### config.mk
export PLATFORM = sky130hd
export DESIGN_NAME = amp_seq_flat
export DESIGN_NICKNAME = d
export VERILOG_FILES = /design/src/rtl/amp_seq_if.sv /design/src/rtl/amp_seq.sv /design/src/flat_wrapper.sv
export SDC_FILE = /design/constraint.sdc
export NUM_CORES = 1
export LEC_CHECK = 0
export ABC_AREA = 1
export BUFFER_PORTS_ARGS = -buffer_cell sky130_fd_sc_hd__buf_2
export CAP_MARGIN = 20
export CORE_UTILIZATION = 40
export CTS_BUF_LIST = sky130_fd_sc_hd__clkbuf_8
export DETAILED_ROUTE_END_ITERATION = 6
export RECOVER_POWER = 100
export SLEW_MARGIN = 5
export SYNTH_ARGS = -nofsm -noshare
export SYNTH_HDL_FRONTEND = slang
export SYNTH_SLANG_ARGS = --single-unit
### constraint.sdc
create_clock -name clk -period 1.7 [get_ports clk]
set_input_delay 0.17 -clock clk [delete_from_list [all_inputs] [get_ports clk]]
set_output_delay 0.17 -clock clk [all_outputs]
set_load 0.01 [all_outputs]
### src/rtl/amp_seq_if.sv
// amp_seq_if: sample strobe, volume in, and amplifier control out.
// master drives the codec/pot side; slave is the sequencer.
interface amp_seq_if;
  logic        valid;
  logic [11:0] vol_pot;
  logic        amp_on;
  logic [11:0] vol_out;
  logic [1:0]  seq_state;

  modport master (
    output valid,
    output vol_pot,
    input  amp_on,
    input  vol_out,
    input  seq_state
  );

  modport slave (
    input  valid,
    input  vol_pot,
    output amp_on,
    output vol_out,
    output seq_state
  );
endinterface

### src/rtl/amp_seq.sv
// amp_seq: amplifier power-up sequencer (fill, soft ramp, run, watchdog).
// Soft ramp enabled by defining AMP_SOFT_RAMP_EN.
module amp_seq #(
  parameter int FILL_CNT  = 1536,
  parameter int RAMP_STEP = 4,
  parameter int TIMEOUT   = 4096
) (
  input logic      clk,
  input logic      rst_n,
  amp_seq_if.slave io
);

  localparam int CW = $clog2(FILL_CNT);
  localparam int WW = $clog2(TIMEOUT + 1);

  localparam logic [CW-1:0] CNT_LAST = CW'(FILL_CNT - 1);
  localparam logic [WW-1:0] WD_MAX   = WW'(TIMEOUT);
  localparam logic [WW-1:0] WD_PRE   = WW'(TIMEOUT - 1);

  typedef enum logic [1:0] {
    IDLE = 2'd0,
    FILL = 2'd1,
    RAMP = 2'd2,
    RUN  = 2'd3
  } state_t;

  state_t        state_q;
  logic          valid_q;
  logic [CW-1:0] cnt_q;
  logic [WW-1:0] wd_q;
  logic [WW-1:0] wd_d;
  logic          amp_on_q;
  logic [11:0]   vol_q;

  logic          rise;
  logic          wd_hit;
  logic          cnt_last;

  always_comb begin
    rise     = io.valid & ~valid_q;
    cnt_last = (cnt_q == CNT_LAST);
    // a rising edge on the expiring cycle keeps the stream alive
    wd_hit   = ~rise & (wd_q == WD_PRE);
    if (rise)
      wd_d = '0;
    else if (wd_q == WD_MAX)
      wd_d = wd_q;
    else
      wd_d = wd_q + WW'(1);
  end

`ifdef AMP_SOFT_RAMP_EN
  localparam logic [12:0] STEP = 13'(RAMP_STEP);

  logic [12:0] ramp_sum;
  logic [11:0] ramp_v;

  always_comb begin
    ramp_sum = {1'b0, vol_q} + STEP;
    if (ramp_sum > {1'b0, io.vol_pot})
      ramp_v = io.vol_pot;
    else
      ramp_v = ramp_sum[11:0];
  end
`endif

  always_ff @(posedge clk or negedge rst_n) begin
    if (!rst_n) begin
      state_q  <= IDLE;
      valid_q  <= 1'b0;
      cnt_q    <= '0;
      wd_q     <= '0;
      amp_on_q <= 1'b0;
      vol_q    <= '0;
    end else begin
      valid_q <= io.valid;
      wd_q    <= wd_d;
      unique case (state_q)
        IDLE: begin
          state_q <= FILL;
        end
        FILL: begin
          if (wd_hit) begin
            cnt_q <= '0;
          end else if (rise) begin
            if (cnt_last) begin
              cnt_q    <= '0;
              amp_on_q <= 1'b1;
`ifdef AMP_SOFT_RAMP_EN
              state_q  <= RAMP;
`else
              state_q  <= RUN;
`endif
            end else begin
              cnt_q <= cnt_q + CW'(1);
            end
          end
        end
        RAMP: begin
`ifdef AMP_SOFT_RAMP_EN
          if (wd_hit) begin
            state_q  <= FILL;
            cnt_q    <= '0;
            amp_on_q <= 1'b0;
            vol_q    <= '0;
          end else if (io.vol_pot < vol_q) begin
            vol_q   <= io.vol_pot;
            state_q <= RUN;
          end else if (rise) begin
            vol_q <= ramp_v;
            if (ramp_v == io.vol_pot)
              state_q <= RUN;
          end
`else
          state_q  <= FILL;
          cnt_q    <= '0;
          amp_on_q <= 1'b0;
          vol_q    <= '0;
`endif
        end
        RUN: begin
          if (wd_hit) begin
            state_q  <= FILL;
            cnt_q    <= '0;
            amp_on_q <= 1'b0;
            vol_q    <= '0;
          end else begin
            amp_on_q <= 1'b1;
            vol_q    <= io.vol_pot;
          end
        end
      endcase
    end
  end

  assign io.amp_on    = amp_on_q;
  assign io.vol_out   = vol_q;
  assign io.seq_state = state_q;

endmodule
### src/flat_wrapper.sv
// flat-port wrapper written by rule: the top's interface ports become plain ports
module amp_seq_flat 
#(
  parameter int FILL_CNT  = 1536,
  parameter int RAMP_STEP = 4,
  parameter int TIMEOUT   = 4096
)
  (clk, rst_n, io_valid, io_vol_pot, io_amp_on, io_vol_out, io_seq_state);
  amp_seq_if io_i ();
  input logic clk;
  input logic rst_n;
  input wire logic [$bits(io_i.valid)-1:0] io_valid;
  input wire logic [$bits(io_i.vol_pot)-1:0] io_vol_pot;
  output wire logic [$bits(io_i.amp_on)-1:0] io_amp_on;
  output wire logic [$bits(io_i.vol_out)-1:0] io_vol_out;
  output wire logic [$bits(io_i.seq_state)-1:0] io_seq_state;
  assign io_i.valid = io_valid;
  assign io_i.vol_pot = io_vol_pot;
  assign io_amp_on = io_i.amp_on;
  assign io_vol_out = io_i.vol_out;
  assign io_seq_state = io_i.seq_state;
  amp_seq #(.FILL_CNT(FILL_CNT), .RAMP_STEP(RAMP_STEP), .TIMEOUT(TIMEOUT)) u_core (.clk(clk), .rst_n(rst_n), .io(io_i));
endmodule
# ---- Word level (Yosys, flattened, before mapping)
# Cells that the tools add are included.
dict set report classes {
  n_eq_ne 12
  reduce_logical 7
  bitwise 4
  addsub 2
  n_mux 19
}
# cell n
set op_table {}
lappend op_table {{2-to-1 mux 11 bit} 4}
lappend op_table {{case mux 11 bit (3 select lines)} 1}
lappend op_table {{2-to-1 mux 13 bit} 2}
lappend op_table {{case mux 12 bit (2 select lines)} 1}
lappend op_table {{adder 13 x 1 -> 13 bit, second input constant} 1}
lappend op_table {{== test 13 x 12 -> 1 bit, second input constant} 1}
lappend op_table {{== test 13 bit, second input constant} 1}
lappend op_table {{2-to-1 mux 12 bit} 1}
lappend op_table {{adder 11 x 1 -> 11 bit, second input constant} 1}
lappend op_table {{== test 11 bit, second input constant} 1}
lappend op_table {{2-to-1 mux 2 bit} 4}
lappend op_table {{!= test 2 x 1 -> 1 bit, second input constant} 4}
lappend op_table {{AND reduction 4 bit} 2}
lappend op_table {{case mux 2 bit (3 select lines)} 1}
lappend op_table {{== test 2 bit, second input constant} 2}
lappend op_table {{2-to-1 mux 1 bit} 4}
lappend op_table {{!= test 3 x 1 -> 1 bit, second input constant} 1}
lappend op_table {{case mux 1 bit (3 select lines)} 1}
lappend op_table {{AND reduction 3 bit} 1}
lappend op_table {{nonzero test 3 bit} 1}
lappend op_table {{AND 1 bit} 2}
lappend op_table {{== test 2 x 1 -> 1 bit, second input constant} 1}
lappend op_table {{logical NOT 2 bit} 1}
lappend op_table {{!= test 2 bit, second input constant} 1}
lappend op_table {{3 further kinds} 4}
dict set report totals {
  reg_bits 40
  in_bits 15
  output_inout_bits 15
}

# ---- Logic depth before layout (Yosys ltp)
# Gate-level depths: netlist of the first run.
dict set report logic_depth {
  word_depth 6
  mapped_depth 10
}

# ---- Worst setup path before layout of the first run
# No wires, ideal clock.
dict set report synth_timing {
  path_kind {flip-flop to flip-flop}
  startpoint {reg u_core.wd_q[0]}
  endpoint {reg u_core.cnt_q[3]}
  n_path_buf 1
  setup_ns 0.116
  required_ns 1.584
  setup_slack_ns 0.153
  t_arrival_ns 1.431
  path_stages_with_launch 10
  cell_sequence {dfrtp_1 > ha_1 > nand3_1 > nor3_4 > nand3_4 > nand2_2 > nand2_2 > buf_6 > nand2_1 > nand2_1}
}
dict set report synth_via {
  elab_chain_cells 4
  word_cells_on_any_way 7
  classes_between {3 x eq/ne; 2 x mux; 1 x bitwise; 1 x reduce/logical}
}
# element line_no
set synth_lines {}
lappend synth_lines {{from (decl)} amp_seq.sv:30} ;# logic [WW-1:0] wd_q;
lappend synth_lines {{from (signal assigned)} amp_seq.sv:77} ;# wd_q <= wd_d;
lappend synth_lines {{== test 13 x 12 -> 1 bit *} amp_seq.sv:43} ;# wd_hit = ~rise & (wd_q == WD_PRE);
lappend synth_lines {{AND 1 bit *} amp_seq.sv:43}
lappend synth_lines {{!= test 3 x 1 -> 1 bit (no source line), or another cell as far along} --}
lappend synth_lines {{AND reduction 3 bit (no source line) or case mux 11 bit (3 select lines) (tied branches)} --}
lappend synth_lines {{to (signal assigned)} amp_seq.sv:95} ;# cnt_q <= cnt_q + CW'(1);
lappend synth_lines {{to (decl)} amp_seq.sv:29} ;# logic [CW-1:0] cnt_q;
# Mark *: on every way between the ends. The rest lies on a longest branch, timed or not.
# A chain may end at the register's enable or synchronous reset.

# ---- Worst setup path in the final report of the first run
dict set report layout_timing {
  startpoint {reg u_core.wd_q[1]}
  endpoint {reg u_core.cnt_q[4]}
}
# The elaborated chain is that of the path after synthesis.

==> results of run 1 <==
==> metrics by stage <==
stage / setup slack [ns] / hold WS, ns / cell area [sq um] / util, %
final: 0.162 / 0.111 / 2570 / 50.6
after floorplan: 0.153 / -0.126 / 2100 / -
after global routing: -0.00578 / 0.110 / 2570 / 50.6
after global placement: 0.0729 / 0.0831 / 2400 / 47.4
after detailed placement: 0.0238 / 0.0821 / 2400 / 47.4
after CTS: 0.0114 / 0.106 / 2540 / 50.0
==> how the worst max path moves through the flow <==
stage	to	cells after the start
3_3_place_gp	u_core.cnt_q[8]	8
6_report	u_core.cnt_q[4]	7
2_1_floorplan	u_core.cnt_q[3]	9
3_5_place_dp	u_core.cnt_q[6]	8
4_1_cts	u_core.cnt_q[6]	8
5_1_grt	u_core.cnt_q[9]	7
==> synth_stat cells <==
cell	instances
clkbuf_1	3
nand3_4	1
o21ai_0	21
a21oi_1	10
nor3_4	1
buf_6	2
nand2_1	76
ha_1	3
a21oi_4	1
xnor2_1	1
nand2_2	3
o21ai_2	2
nor3_1	4
or2_2	2
a211oi_1	1
conb_1	1
xor2_1	2
o31ai_1	1
dfrtp_1	40
nor2_1	30
nand3b_1	1
nand4_1	5
buf_2	1
inv_1	42
nand3_1	22
==> registers in the layout, indices dropped and copies added (netlist names) <==
| signal | cells |
|---|---|
| u_core.wd_q | 13 |
| u_core.io.vol_out | 12 |
| u_core.cnt_q | 11 |
| u_core.io.seq_state | 2 |
| u_core.io.amp_on | 1 |
| u_core.valid_q | 1 |
==> layout make-up <==
class,count,area [sq um]
Clock buffer,5,68.8
Clock inverter,3,42.5
Fill cell,527,2500
Inverter,42,158
Multi-Input combinational cell,188,936
Sequential cell,40,1000
Tap cell,70,87.6
Timing Repair Buffer,48,277
==> tightest hold or removal path, cell delays in order <==
cell and delay, ns:
buf_2 0.09, inv_1 0.03, o21ai_0 0.07
==> layer usage <==
| metal | vias to the layer above | share of wire [%] | global-route usage, % |
|---|---|---|---|
| met2 | 26 | 43 | 25.5 |
| met3 | 5 | 3.3 | 4.61 |
| li1 | 965 | - | - |
| met4 | 0 | 1.1 | 6.29 |
| met1 | 862 | 53 | 25.3 |
| met5 | - | 0 | 0 |
==> repair_timing <==
action	4_1_cts	5_1_grt
setup endpoints to repair	0	25
buffers inserted	0	4
hold endpoints to repair	13	0
hold buffers	2	0
resized for setup	0	6
==> logic make-up (layout without fill, tap and decap cells) <==
| family | after synthesis | after routing | synth area share [%] |
|---|---|---|---|
| simple gates | 145 | 145 | 30.1 |
| buf+inv | 48 | 98 | 9.35 |
| flops | 40 | 40 | 47.6 |
| compound gates | 36 | 36 | 9.71 |
| fa+ha+maj | 3 | 3 | 1.79 |
| xor+xnor | 3 | 3 | 1.25 |
| other cells | 1 | 1 | 0.179 |
==> power groups by stage <==
stage          Combinational (mW)  Clock [mW]  Sequential [mW]
2_1_floorplan               0.329           0             1.13
3_3_place_gp                0.475           0             1.14
3_5_place_dp                0.478           0             1.14
4_1_cts                     0.483       0.794             1.12
5_1_grt                     0.589       0.835             1.15
6_report                    0.515       0.769             1.13
==> run summary, run 1 <==
Status -> complete, no violations
Clock share of power -> 31.8%
Sequential-to-total area share from yosys stat -> 47.6%
Vias -> 1858
Reg-to-Reg End -> u_core.cnt_q[4]
CP Launch Type -> register
Most frequent cells in the layout -> nand2_1 (75), inv_1 (42), dfrtp_1 (40)
Synth Warn # -> 0
Worst setup EP type -> register
Distinct cells, synth -> 25
Total Nets Final -> 343
HP Start -> io_vol_pot[1]
Count of buffer and inverter cells on the critical path -> 0
Synth Area per Inst -> 7.61 sq um
Clock Sinks -> 40
Placer Congestion -> 0.840
Flop pwr share -> 46.9%
Iter 0 DRT Violations -> 108
Yosys top cell area share -> 47.6%
Cell Int Power -> 1.71 mW
Synth Register Bits -> 40
CP max-delay cell -> dfrtp_1
Die W -> 74.5 um
Std-Cell Rows -> 26
Clk pin slew, worst setup/hold paths -> 0.08 ns
Max Fanout on Critical Path -> 8
Total congestion overflow -> 0
Number of global-route vias before repair -> 1691
Clk_lat worst skew -> 0.29 ns
Antenna violations before repair -> 0
Post-synth top area cell -> dfrtp_1
H-tree depth -> 2
Worst path cell trace -> ha_4 -> nand3_4 -> nor3_4 -> nand3_4 -> a21oi_4 -> nand2_1 -> nand2_1
Worst EP required -> 1.93 ns
Leakage dissipation -> 1.35 nW
Pins over their slew limit -> 0
Reg2Reg Setup Slack -> 0.16 ns
CP startpoint -> u_core.wd_q[1]
Layout area overhead -> 22.3%
RR Startpoint -> u_core.wd_q[1]
Hold EP -> u_core.io.vol_out[1]
Fin crit share -> 90.5%
Final Hold Viols -> 0
Syn Std Cell Area -> 0.00210 sq mm
PortBufs -> 29
Critical path type -> reg2reg
Fin crit period -> 1.54 ns
Rel. slew slack -> 52.8%
Core ar. -> 0.00507 sq mm
Remaining routing DRC violations -> 0
Fin cells -> 396
Clock Root Buffer -> clkbuf_8
Clock Tree Buf Depth -> 2
Die area -> 0.00555 sq mm
Hold Path Stages -> 3
Drt via density -> 4.69
Initial core utilization -> 41.4%
CP top delay family -> simple AND/OR/NAND/NOR gates
Max incr delay on CP -> 0.39 ns
HP Class -> in2reg
Antenna-violating nets left -> 0
Inst Count DP -> 382
Psw -> 0.709 mW
Die H -> 74.5 um
Total of max-cap violations -> 0
Max Fclk -> 650 MHz
PwrDens -> 940 mW/mm^2
Pin count of the biggest net entering global routing -> 17
Wirelength per Cell -> 10.7 um
First-pass GRT wire length -> 7400 um
Share of cells above drive strength 1 -> 15.3%
Maximum vdd drop -> 0.497 mV
Largest cells by area after synthesis -> dfrtp_1 (48%), nand2_1 (14%), inv_1 (7.5%), nor2_1 (5.4%), nand3_1 (5.2%)
Sw frac -> 29.3%
N_diodes -> 0
Num CTS Buffers -> 5
Commonest non-fill, non-tap cell in the layout -> nand2_1
TNS Setup -> 0 ns
Syn nets -> 294
Logic pwr share -> 21.3%
Worst reg-to-reg path cell count -> 7
Slew @ Worst Pin -> 0.708 ns
WL final -> 4240 um
Worst Path Arrival -> 1.77 ns
Pwr Total -> 2.42 mW
I/O pin cnt -> 30
Final Skew -> 0.00612 ns
Synth Instances -> 276
Drt pass-1 iters -> 4
Hpwl dp -> 3150 um
Tot GR Track Use -> 17.6%
CTS tree -> done
Final setup violation count -> 0
Note: power is estimated with default switching activity, not from simulation.
==> run 2: changes to the inputs <==
--- a/config.mk
+++ b/config.mk
@@ -13,2 +13,3 @@
 export DETAILED_ROUTE_END_ITERATION = 6
+export PLACE_DENSITY = 0.56
 export RECOVER_POWER = 100
==> constraint.sdc (replaced) <==
create_clock -name clk -period 1.7 [get_ports clk]
set_input_delay 0.255 -clock clk [delete_from_list [all_inputs] [get_ports clk]]
set_output_delay 0.255 -clock clk [all_outputs]
set_load 0.01 [all_outputs]
==> run summary, run 2 (synthesis results as in run 1) <==
CP Depth -> 7 (unchanged)
Worst path cell trace -> ha_4 -> nand3_4 -> nor3_4 -> nand3_4 -> a21oi_4 -> nand2_1 -> nand2_1 (unchanged)
Maximum vdd drop -> 0.419 mV (was 0.497 mV)
Placer Congestion -> 0.786 (was 0.840)
Die W -> 74.5 um (unchanged)
CP Launch Type -> register (unchanged)
Hpwl dp -> 3230 um (was 3150 um)
Pwr Total -> 2.33 mW (was 2.42 mW)
Worst reg-to-reg path cell count -> 7 (unchanged)
CP top delay family -> simple AND/OR/NAND/NOR gates (unchanged)
I/O pin cnt -> 30 (unchanged)
PwrDens -> 917 mW/mm^2 (was 940 mW/mm^2)
WL final -> 4430 um (was 4240 um)
N_diodes -> 0 (unchanged)
Die area -> 0.00555 sq mm (unchanged)
H-tree depth -> 2 (unchanged)
Status -> complete, no violations (unchanged)
Total congestion overflow -> 0 (unchanged)
Tot GR Track Use -> 17.8% (was 17.6%)
Iter 0 DRT Violations -> 94 (was 108)
Core ar. -> 0.00507 sq mm (unchanged)
Clock share of power -> 27.3% (was 31.8%)
Critical path type -> reg2reg (unchanged)
Count of buffer and inverter cells on the critical path -> 0 (unchanged)
Initial core utilization -> 41.4% (unchanged)
Drt via density -> 4.59 (was 4.69)
Psw -> 0.741 mW (was 0.709 mW)
Share of cells above drive strength 1 -> 15.0% (was 15.3%)
Fin crit share -> 92.5% (was 90.5%)
Clock Root Buffer -> clkbuf_8 (unchanged)
HP Class -> in2reg (unchanged)
Slew @ Worst Pin -> 0.562 ns (was 0.708 ns)
Final Skew -> 0.0104 ns (was 0.00612 ns)
Total Nets Final -> 344 (was 343)
Max incr delay on CP -> 0.40 ns (was 0.39 ns)
Vias -> 1822 (was 1858)
Max reg flops -> 13 (unchanged)
Num CTS Buffers -> 5 (unchanged)
Clk_lat worst skew -> 0.30 ns (was 0.29 ns)
CP max-delay cell -> dfrtp_1 (unchanged)
Std-Cell Rows -> 26 (unchanged)
Drt pass-1 iters -> 4 (unchanged)
Worst Path Arrival -> 1.80 ns (was 1.77 ns)
Cell Int Power -> 1.59 mW (was 1.71 mW)
Die H -> 74.5 um (unchanged)
Leakage dissipation -> 1.34 nW (was 1.35 nW)
Largest reg by FF count -> u_core.wd_q (unchanged)
Final setup violation count -> 0 (unchanged)
Final Hold Viols -> 0 (unchanged)
Pins over their slew limit -> 0 (unchanged)
Wirelength per Cell -> 11.2 um (was 10.7 um)
Max Fclk -> 636 MHz (was 650 MHz)
Pin count of the biggest net entering global routing -> 24 (was 17)
Clk pin slew, worst setup/hold paths -> 0.08 ns (about the same)
TNS Setup -> 0 ns (unchanged)
Remaining routing DRC violations -> 0 (unchanged)
Commonest non-fill, non-tap cell in the layout -> nand2_1 (unchanged)
Logic pwr share -> 24.6% (was 21.3%)
Antenna-violating nets left -> 0 (unchanged)
Hold slack -> 0.0845 ns (was 0.111 ns)
Fin crit period -> 1.57 ns (was 1.54 ns)
Most frequent cells in the layout -> nand2_1 (76), inv_1 (42), dfrtp_1 (40) (was nand2_1 (75), inv_1 (42), dfrtp_1 (40))
Antenna violations before repair -> 0 (unchanged)
RSZ-0062 raised after global routing -> false
Flop pwr share -> 48.1% (was 46.9%)
CTS tree -> done (unchanged)
Layout area overhead -> 21.1% (was 22.3%)
Worst EP required -> 1.93 ns (about the same)
Total of max-cap violations -> 0 (unchanged)
Max Fanout on Critical Path -> 8 (unchanged)
Hold Path Stages -> 1 (was 3)
PortBufs -> 29 (unchanged)
Number of global-route vias before repair -> 1606 (was 1691)
Final Util -> 50.1% (was 50.6%)
Clock Tree Buf Depth -> 2 (unchanged)
First-pass GRT wire length -> 7500 um (was 7400 um)
Clock Sinks -> 40 (unchanged)
Sw frac -> 31.8% (was 29.3%)
Worst setup EP type -> register (unchanged)
Rel. slew slack -> 62.5% (was 52.8%)
[run 2: cell types whose count changed in the layout (fill, tap and decap cells not counted), sizes merged]
| cell | change |
|---|---|
| buf | +1 |
| clkbuf | +1 |
| clkinvlp | -1 |
| dlygate4sd3 | -1 |
| bufinv | -1 |
| clkinv | +2 |
[run 2: worst paths after layout]
kind / start / end / slack [ns]
max in group asynchronous: rst_n / u_core.io.seq_state[0] / 0.34
min: io_valid / u_core.valid_q / 0.08
min in group asynchronous: rst_n / u_core.wd_q[6] / 0.48
max: u_core.wd_q[1] / u_core.cnt_q[4] / 0.13
min reg2reg: u_core.io.vol_out[0] / u_core.io.vol_out[0] / 0.49
max reg2reg: u_core.wd_q[1] / u_core.cnt_q[4] / 0.13
[run 2: per-layer routing]
layer | vias to the layer above | track usage (%) | routed length [um]
met5 | - | 0 | 0
met4 | 0 | 3.56 | 36
met3 | 4 | 4.61 | 134
met2 | 27 | 26.4 | 1970
met1 | 825 | 26.1 | 2280
li1 | 966 | - | -
[run 2: area by class of cell]
cell class | instances | area (sq um)
fill | 520 | 2530
sequential | 40 | 1000
multi-input combinational | 188 | 926
timing repair buffer | 49 | 284
inverter | 42 | 158
tap | 70 | 87.6
clock buffer | 5 | 68.8
clock inverter | 3 | 18.8
[run 2: through the flow]
step                      area, sq um  cells  setup slack (ns)
after floorplan                  2100    276             0.153
after global placement           2420    383            0.0913
after detailed placement         2420    383            0.0298
after CTS                        2520    392           0.00602
after global routing             2540    397           0.00782
final                            2540    397             0.128
[run 2: timing repair]
action,in CTS,in global routing
hold buffers,1,0
endpoints found under the hold margin,22,0
endpoints found under the setup margin,0,25
buffers inserted,0,5
gates resized for setup,0,8
[run 2: worst reg2reg max path, stage by stage (launching register included)]
cell,delay (ns)
dfrtp_1,0.40
ha_4,0.17
nand3_4,0.09
nor3_4,0.22
nand3_4,0.16
a21oi_4,0.32
nand2_1,0.10
nand2_1,0.06
[run 2: power groups by stage]
stage	logic, mW	registers (mW)	clock network (mW)
2_1_floorplan	0.329	1.13	0
3_3_place_gp	0.522	1.12	0
3_5_place_dp	0.523	1.12	0
4_1_cts	0.527	1.11	0.652
5_1_grt	0.660	1.14	0.700
6_report	0.573	1.12	0.637
